`config.mk`:
```
export PLATFORM = sky130hd
export DESIGN_NAME = icb_arb2
export DESIGN_NICKNAME = d
export VERILOG_FILES = /design/src/rtl/icb_arb2.sv
export SDC_FILE = /design/constraint.sdc
export NUM_CORES = 1
export LEC_CHECK = 0
export CORE_AREA = 2 2 124 126
export DETAILED_ROUTE_END_ITERATION = 12
export DIE_AREA = 0 0 126 128
export PLACE_DENSITY = 0.54
export SLEW_MARGIN = 20
export SYNTH_ARGS = -nofsm -noshare
export SYNTH_HDL_FRONTEND = slang
export SYNTH_SLANG_ARGS = --single-unit
```
`constraint.sdc`:
```
create_clock -name clk -period 3.8 [get_ports clk]
set_clock_uncertainty 0.05 [all_clocks]
set_input_delay 0.57 -clock clk [delete_from_list [all_inputs] [get_ports clk]]
set_output_delay 0.57 -clock clk [all_outputs]
set_load 0.1 [all_outputs]
```
`src/rtl/icb_arb2.sv`:
```
// Two-master to one-slave ICB arbiter, one transaction outstanding, local
// response timeout. Define ICB_ARB_RR_EN for round-robin; default is fixed priority (master 0).
module icb_arb2 #(
  parameter int unsigned RSP_TIMEOUT = 16
) (
  input  logic        clk,
  input  logic        rst,
  // master 0
  input  logic        m0_icb_cmd_valid,
  output logic        m0_icb_cmd_ready,
  input  logic        m0_icb_cmd_read,
  input  logic [31:0] m0_icb_cmd_addr,
  input  logic [31:0] m0_icb_cmd_wdata,
  input  logic [3:0]  m0_icb_cmd_wmask,
  output logic        m0_icb_rsp_valid,
  input  logic        m0_icb_rsp_ready,
  output logic [31:0] m0_icb_rsp_rdata,
  output logic        m0_icb_rsp_err,
  // master 1
  input  logic        m1_icb_cmd_valid,
  output logic        m1_icb_cmd_ready,
  input  logic        m1_icb_cmd_read,
  input  logic [31:0] m1_icb_cmd_addr,
  input  logic [31:0] m1_icb_cmd_wdata,
  input  logic [3:0]  m1_icb_cmd_wmask,
  output logic        m1_icb_rsp_valid,
  input  logic        m1_icb_rsp_ready,
  output logic [31:0] m1_icb_rsp_rdata,
  output logic        m1_icb_rsp_err,
  // shared slave
  output logic        s_icb_cmd_valid,
  input  logic        s_icb_cmd_ready,
  output logic        s_icb_cmd_read,
  output logic [31:0] s_icb_cmd_addr,
  output logic [31:0] s_icb_cmd_wdata,
  output logic [3:0]  s_icb_cmd_wmask,
  input  logic        s_icb_rsp_valid,
  output logic        s_icb_rsp_ready,
  input  logic [31:0] s_icb_rsp_rdata,
  input  logic        s_icb_rsp_err
);

  localparam int TW = (RSP_TIMEOUT > 1) ? $clog2(RSP_TIMEOUT) : 1;

  typedef enum logic [1:0] {IDLE, CMD, RSP, TERR} state_e;

  state_e          state_q, state_d;
  logic            gnt_q, gnt_d;
  logic [TW-1:0]   tcnt_q, tcnt_d;
  logic            prio;
  logic            sel_cmd_valid;
  logic            sel_rsp_ready;
  logic            timeout_hit;

  assign sel_cmd_valid = gnt_q ? m1_icb_cmd_valid : m0_icb_cmd_valid;
  assign sel_rsp_ready = gnt_q ? m1_icb_rsp_ready : m0_icb_rsp_ready;

  generate
    if (RSP_TIMEOUT != 0) begin : g_tmo
      assign timeout_hit = (tcnt_q == TW'(RSP_TIMEOUT - 1));
    end else begin : g_no_tmo
      assign timeout_hit = 1'b0;
    end
  endgenerate

`ifdef ICB_ARB_RR_EN
  logic prio_q, prio_d;

  // Priority flips away from the last winner only when a transaction completes.
  always_comb begin
    prio_d = prio_q;
    if ((state_q == RSP && s_icb_rsp_valid && sel_rsp_ready) ||
        (state_q == TERR && sel_rsp_ready))
      prio_d = ~gnt_q;
  end

  always_ff @(posedge clk) begin
    if (rst) prio_q <= 1'b0;
    else     prio_q <= prio_d;
  end

  assign prio = prio_q;
`else
  assign prio = 1'b0;
`endif

  always_ff @(posedge clk) begin
    if (rst) begin
      state_q <= IDLE;
      gnt_q   <= 1'b0;
      tcnt_q  <= '0;
    end else begin
      state_q <= state_d;
      gnt_q   <= gnt_d;
      tcnt_q  <= tcnt_d;
    end
  end

  always_comb begin
    state_d = state_q;
    gnt_d   = gnt_q;
    tcnt_d  = tcnt_q;
    case (state_q)
      IDLE: begin
        if (m0_icb_cmd_valid || m1_icb_cmd_valid) begin
          gnt_d   = (m0_icb_cmd_valid && m1_icb_cmd_valid) ? prio : m1_icb_cmd_valid;
          state_d = CMD;
        end
      end
      CMD: begin
        if (!sel_cmd_valid) begin
          state_d = IDLE;
        end else if (s_icb_cmd_ready) begin
          state_d = RSP;
          tcnt_d  = '0;
        end
      end
      RSP: begin
        // A pending response freezes the counter so backpressure never times out.
        if (s_icb_rsp_valid) begin
          if (sel_rsp_ready) state_d = IDLE;
        end else begin
          tcnt_d = tcnt_q + TW'(1);
          if (timeout_hit) state_d = TERR;
        end
      end
      TERR: begin
        if (sel_rsp_ready) state_d = IDLE;
      end
      default: state_d = IDLE;
    endcase
  end

  always_comb begin
    m0_icb_cmd_ready = 1'b0;
    m1_icb_cmd_ready = 1'b0;
    m0_icb_rsp_valid = 1'b0;
    m1_icb_rsp_valid = 1'b0;
    m0_icb_rsp_rdata = 32'h0;
    m1_icb_rsp_rdata = 32'h0;
    m0_icb_rsp_err   = 1'b0;
    m1_icb_rsp_err   = 1'b0;
    s_icb_cmd_valid  = 1'b0;
    s_icb_cmd_read   = 1'b0;
    s_icb_cmd_addr   = 32'h0;
    s_icb_cmd_wdata  = 32'h0;
    s_icb_cmd_wmask  = 4'h0;
    s_icb_rsp_ready  = 1'b0;
    case (state_q)
      IDLE: s_icb_rsp_ready = 1'b1;
      CMD: begin
        s_icb_cmd_valid  = sel_cmd_valid;
        s_icb_cmd_read   = gnt_q ? m1_icb_cmd_read  : m0_icb_cmd_read;
        s_icb_cmd_addr   = gnt_q ? m1_icb_cmd_addr  : m0_icb_cmd_addr;
        s_icb_cmd_wdata  = gnt_q ? m1_icb_cmd_wdata : m0_icb_cmd_wdata;
        s_icb_cmd_wmask  = gnt_q ? m1_icb_cmd_wmask : m0_icb_cmd_wmask;
        m0_icb_cmd_ready = !gnt_q && s_icb_cmd_ready;
        m1_icb_cmd_ready =  gnt_q && s_icb_cmd_ready;
        s_icb_rsp_ready  = 1'b1;
      end
      RSP: begin
        if (gnt_q) begin
          m1_icb_rsp_valid = s_icb_rsp_valid;
          m1_icb_rsp_rdata = s_icb_rsp_rdata;
          m1_icb_rsp_err   = s_icb_rsp_err;
        end else begin
          m0_icb_rsp_valid = s_icb_rsp_valid;
          m0_icb_rsp_rdata = s_icb_rsp_rdata;
          m0_icb_rsp_err   = s_icb_rsp_err;
        end
        s_icb_rsp_ready = sel_rsp_ready;
      end
      TERR: begin
        m0_icb_rsp_valid = !gnt_q;
        m0_icb_rsp_err   = !gnt_q;
        m1_icb_rsp_valid =  gnt_q;
        m1_icb_rsp_err   =  gnt_q;
        s_icb_rsp_ready  = 1'b1;
      end
      default: ;
    endcase
  end

endmodule

```
==> results.json <==
{
  "drcViolationCount": 0,
  "grt_busiest_layer": "met2",
  "path_clk_slew_ps": 40,
  "worst_ep_arrival_time_ps": 2290,
  "start_util_pct": 12.4,
  "post_cts_buffers": 0,
  "power_frac_comb_pct": 82.4,
  "max_stage_delay_ps": 810,
  "routabilityCongestion": 0.832,
  "crit_chain": "clkinv_1 -> nand2_1 -> nor2_1 -> buf_4",
  "setup_viol": 0,
  "outcome": "finished, final reports clean",
  "routed_wl_um": 11300,
  "slew_headroom_pct": 37.9,
  "finalCritPeriodShare_pct": 76.6,
  "yosys_warnings": 0,
  "peakVddDrop_v": 0.000161,
  "die_w_um": 126,
  "finalCriticalPeriod_ps": 2910,
  "routedWlPerCell_um": 14.0,
  "crit_path_start_kind": "flip-flop",
  "via_count": 3279,
  "clock-sinks": 7,
  "ys_seq_area_share_pct": 7.57,
  "htreeDepth": 1,
  "regArea_um2": 144,
  "cts_repair_resize_count": 0,
  "drive_above_1_share_pct": 24.5,
  "ant_nets": 0,
  "intPower_uw": 598,
  "end_kind": "output pin",
  "yosysMostFrequentCell": "nor2_1",
  "area_growth_pct": 166,
  "num_antenna_cells": 0,
  "grtUsageTotal_pct": 12.6,
  "ctsHoldBuffers": 0,
  "netlist_top_cells_area": "mux2i_1 (38%), nor2_1 (29%), dfxtp_1 (7.6%)",
  "p_per_area_mw_per_mm2": 328,
  "fin_tns_setup_ps": 0,
  "yosysTopAreaCell": "mux2i_1",
  "path_class": "reg2out",
  "cts_inserted_buffers": 3,
  "use_met2_pct": 23.5,
  "hp-class": "reg2reg",
  "grt_pass1_vias": 3162,
  "io_pins": 320,
  "multiInputGateArea_mm2": 0.00158,
  "critical_path_peak_fanout": 34,
  "gr-total-overflow": 0,
  "synth_edf_count": 0,
  "synth-seq-cells": 7,
  "antenna_found_initial": 0,
  "clock_latency_ps": 240,
  "first_iter_violations": 133,
  "tightest_slew_ps": 926,
  "core_mm2": 0.0149,
  "port_buffers": 319,
  "synthesis.nets": 498,
  "leakagePower_nw": 2.16,
  "hpwl_um": 9750,
  "fillers": 1623,
  "cts_tree": "done",
  "grt_util_met3_pct": 2.96,
  "dieArea_mm2": 0.0161,
  "slowest_stage": "clkinv_1",
  "vias_per_cell": 4.08,
  "synth-async-reset-ratio_pct": 0,
  "grt_start_max_net_pins": 44,
  "max_freq_mhz": 344,
  "synth_area_mm2": 0.00185,
  "synthCells": 318,
  "hold_viol_final": 0,
  "post_synth.cell_area_avg_um2": 5.82,
  "nets": 797,
  "rsz0062_at_grt": "false",
  "seqPwrFrac_pct": 6.2,
  "power_switching_mw": 1.02,
  "cap_violations": 0,
  "drt-pass1-iter-count": 5,
  "clockBufferDepth": 2,
  "required_ps": 3180,
  "grt_first_pass_wirelength_um": 16600,
  "clock_power_share_pct": 11.4,
  "die_y_um": 128,
  "ys.flop_type": "dfxtp_1",
  "synth_common_cells": "nor2_1 (144), mux2i_1 (71), nand2_1 (36), clkbuf_1 (18), buf_2 (9)",
  "sw_frac_of_total_pct": 63.0,
  "final_core_util_pct": 33.1,
  "synth_top_area_share_pct": 38.4,
  "rows": 45,
  "yosysUniqueCellTypes": 26,
  "use_met1_pct": 14.0,
  "finalMaxSlewViolations": 0,
  "cts-root-buf": "clkbuf_16"
}
[per-layer routing]
layer  wire length, um  share of wire (%)
met5                 0                  0
met4               257                2.3
met1              4130                 37
met3              1040                9.3
met2              5850                 52
[cell usage in the layout, fill, tap and decap left out, drive strengths merged]
| cell | count |
|---|---|
| clkdlybuf4s50 | 178 |
| nor2 | 144 |
| buf | 144 |
| mux2i | 71 |
| nand2 | 36 |
| dfxtp | 7 |
| a21oi | 5 |
| nand3 | 4 |
| clkbuf | 4 |
| or3 | 3 |
| inv | 2 |
| a211oi | 2 |
| o21ai | 2 |
| o211ai | 2 |
| clkinv | 1 |
| nand2b | 1 |
| nand3b | 1 |
| or3b | 1 |
| a2bb2oi | 1 |
| a21o | 1 |
| nor3 | 1 |
| o21bai | 1 |
| or2 | 1 |
| a31oi | 1 |
| a311oi | 1 |
| ha | 1 |
[path summary, 6_finish.rpt]
| path | start | end | slack, ps | cells after the start |
|---|---|---|---|---|
| setup / recovery | state_q[0]$_SDFFE_PP0P_ | m1_icb_rsp_rdata[5] | 890 | 4 |
| hold / removal | tcnt_q[2]$_SDFFE_PP0P_ | tcnt_q[2]$_SDFFE_PP0P_ | 450 | 2 |
| setup reg to reg | gnt_q$_SDFFE_PP0P_ | state_q[1]$_SDFFE_PP0P_ | 1760 | 4 |
| hold reg to reg | tcnt_q[2]$_SDFFE_PP0P_ | tcnt_q[2]$_SDFFE_PP0P_ | 450 | 2 |
[logic make-up (layout without fill, tap and decap cells)]
family / after synthesis / after routing / share of synthesized area, %
AND/OR/NAND/NOR: 192 / 192 / 40.4
multiplexers: 71 / 71 / 38.4
buffers and inverters: 31 / 329 / 7.30
AO/OA/AOI/OAI: 16 / 16 / 5.61
flip-flops: 7 / 7 / 7.57
adder cells (fa/ha/maj): 1 / 1 / 0.676
[state kept, by name, indices dropped and copies added, names as in the netlist]
signal,cells
tcnt_q,4
state_q,2
gnt_q,1
[power by group through the flow]
stage / logic [mW] / registers, mW / clock network [mW]
2_1_floorplan: 0.964 / 0.0812 / 0
3_3_place_gp: 1.34 / 0.100 / 0
3_5_place_dp: 1.34 / 0.101 / 0
4_1_cts: 1.34 / 0.100 / 0.186
5_1_grt: 1.39 / 0.102 / 0.191
6_report: 1.33 / 0.0998 / 0.184
[stage by stage]
| stage | cells | worst slack [ps] | hold WS [ps] | area [um2] | power, mW |
|---|---|---|---|---|---|
| final | 804 | 890 | 453 | 4930 | 1.62 |
| after global routing | 804 | 647 | 478 | 4930 | 1.68 |
| after CTS | 804 | 804 | 450 | 4920 | 1.63 |
| after detailed placement | 800 | 1050 | 443 | 4840 | 1.44 |
| after global placement | 800 | 1150 | 424 | 4840 | 1.44 |
| after floorplan | 318 | 921 | 408 | 1850 | 1.04 |
[critical path, delay by kind of cell, from the launching register on]
kind,cells,cell delay [ps]
DFF,1,490
buffers and inverters,2,1070
and+or+nand+nor,2,470
[layout make-up]
class	count	share of cell area (%)
multi-input cells	280	32.1
clock buffers	4	1.60
repair buffers	322	58.4
inverters	3	0.229
flip-flops and latches	7	2.92
well taps	188	4.77
Power figures use the tool's default switching activity.
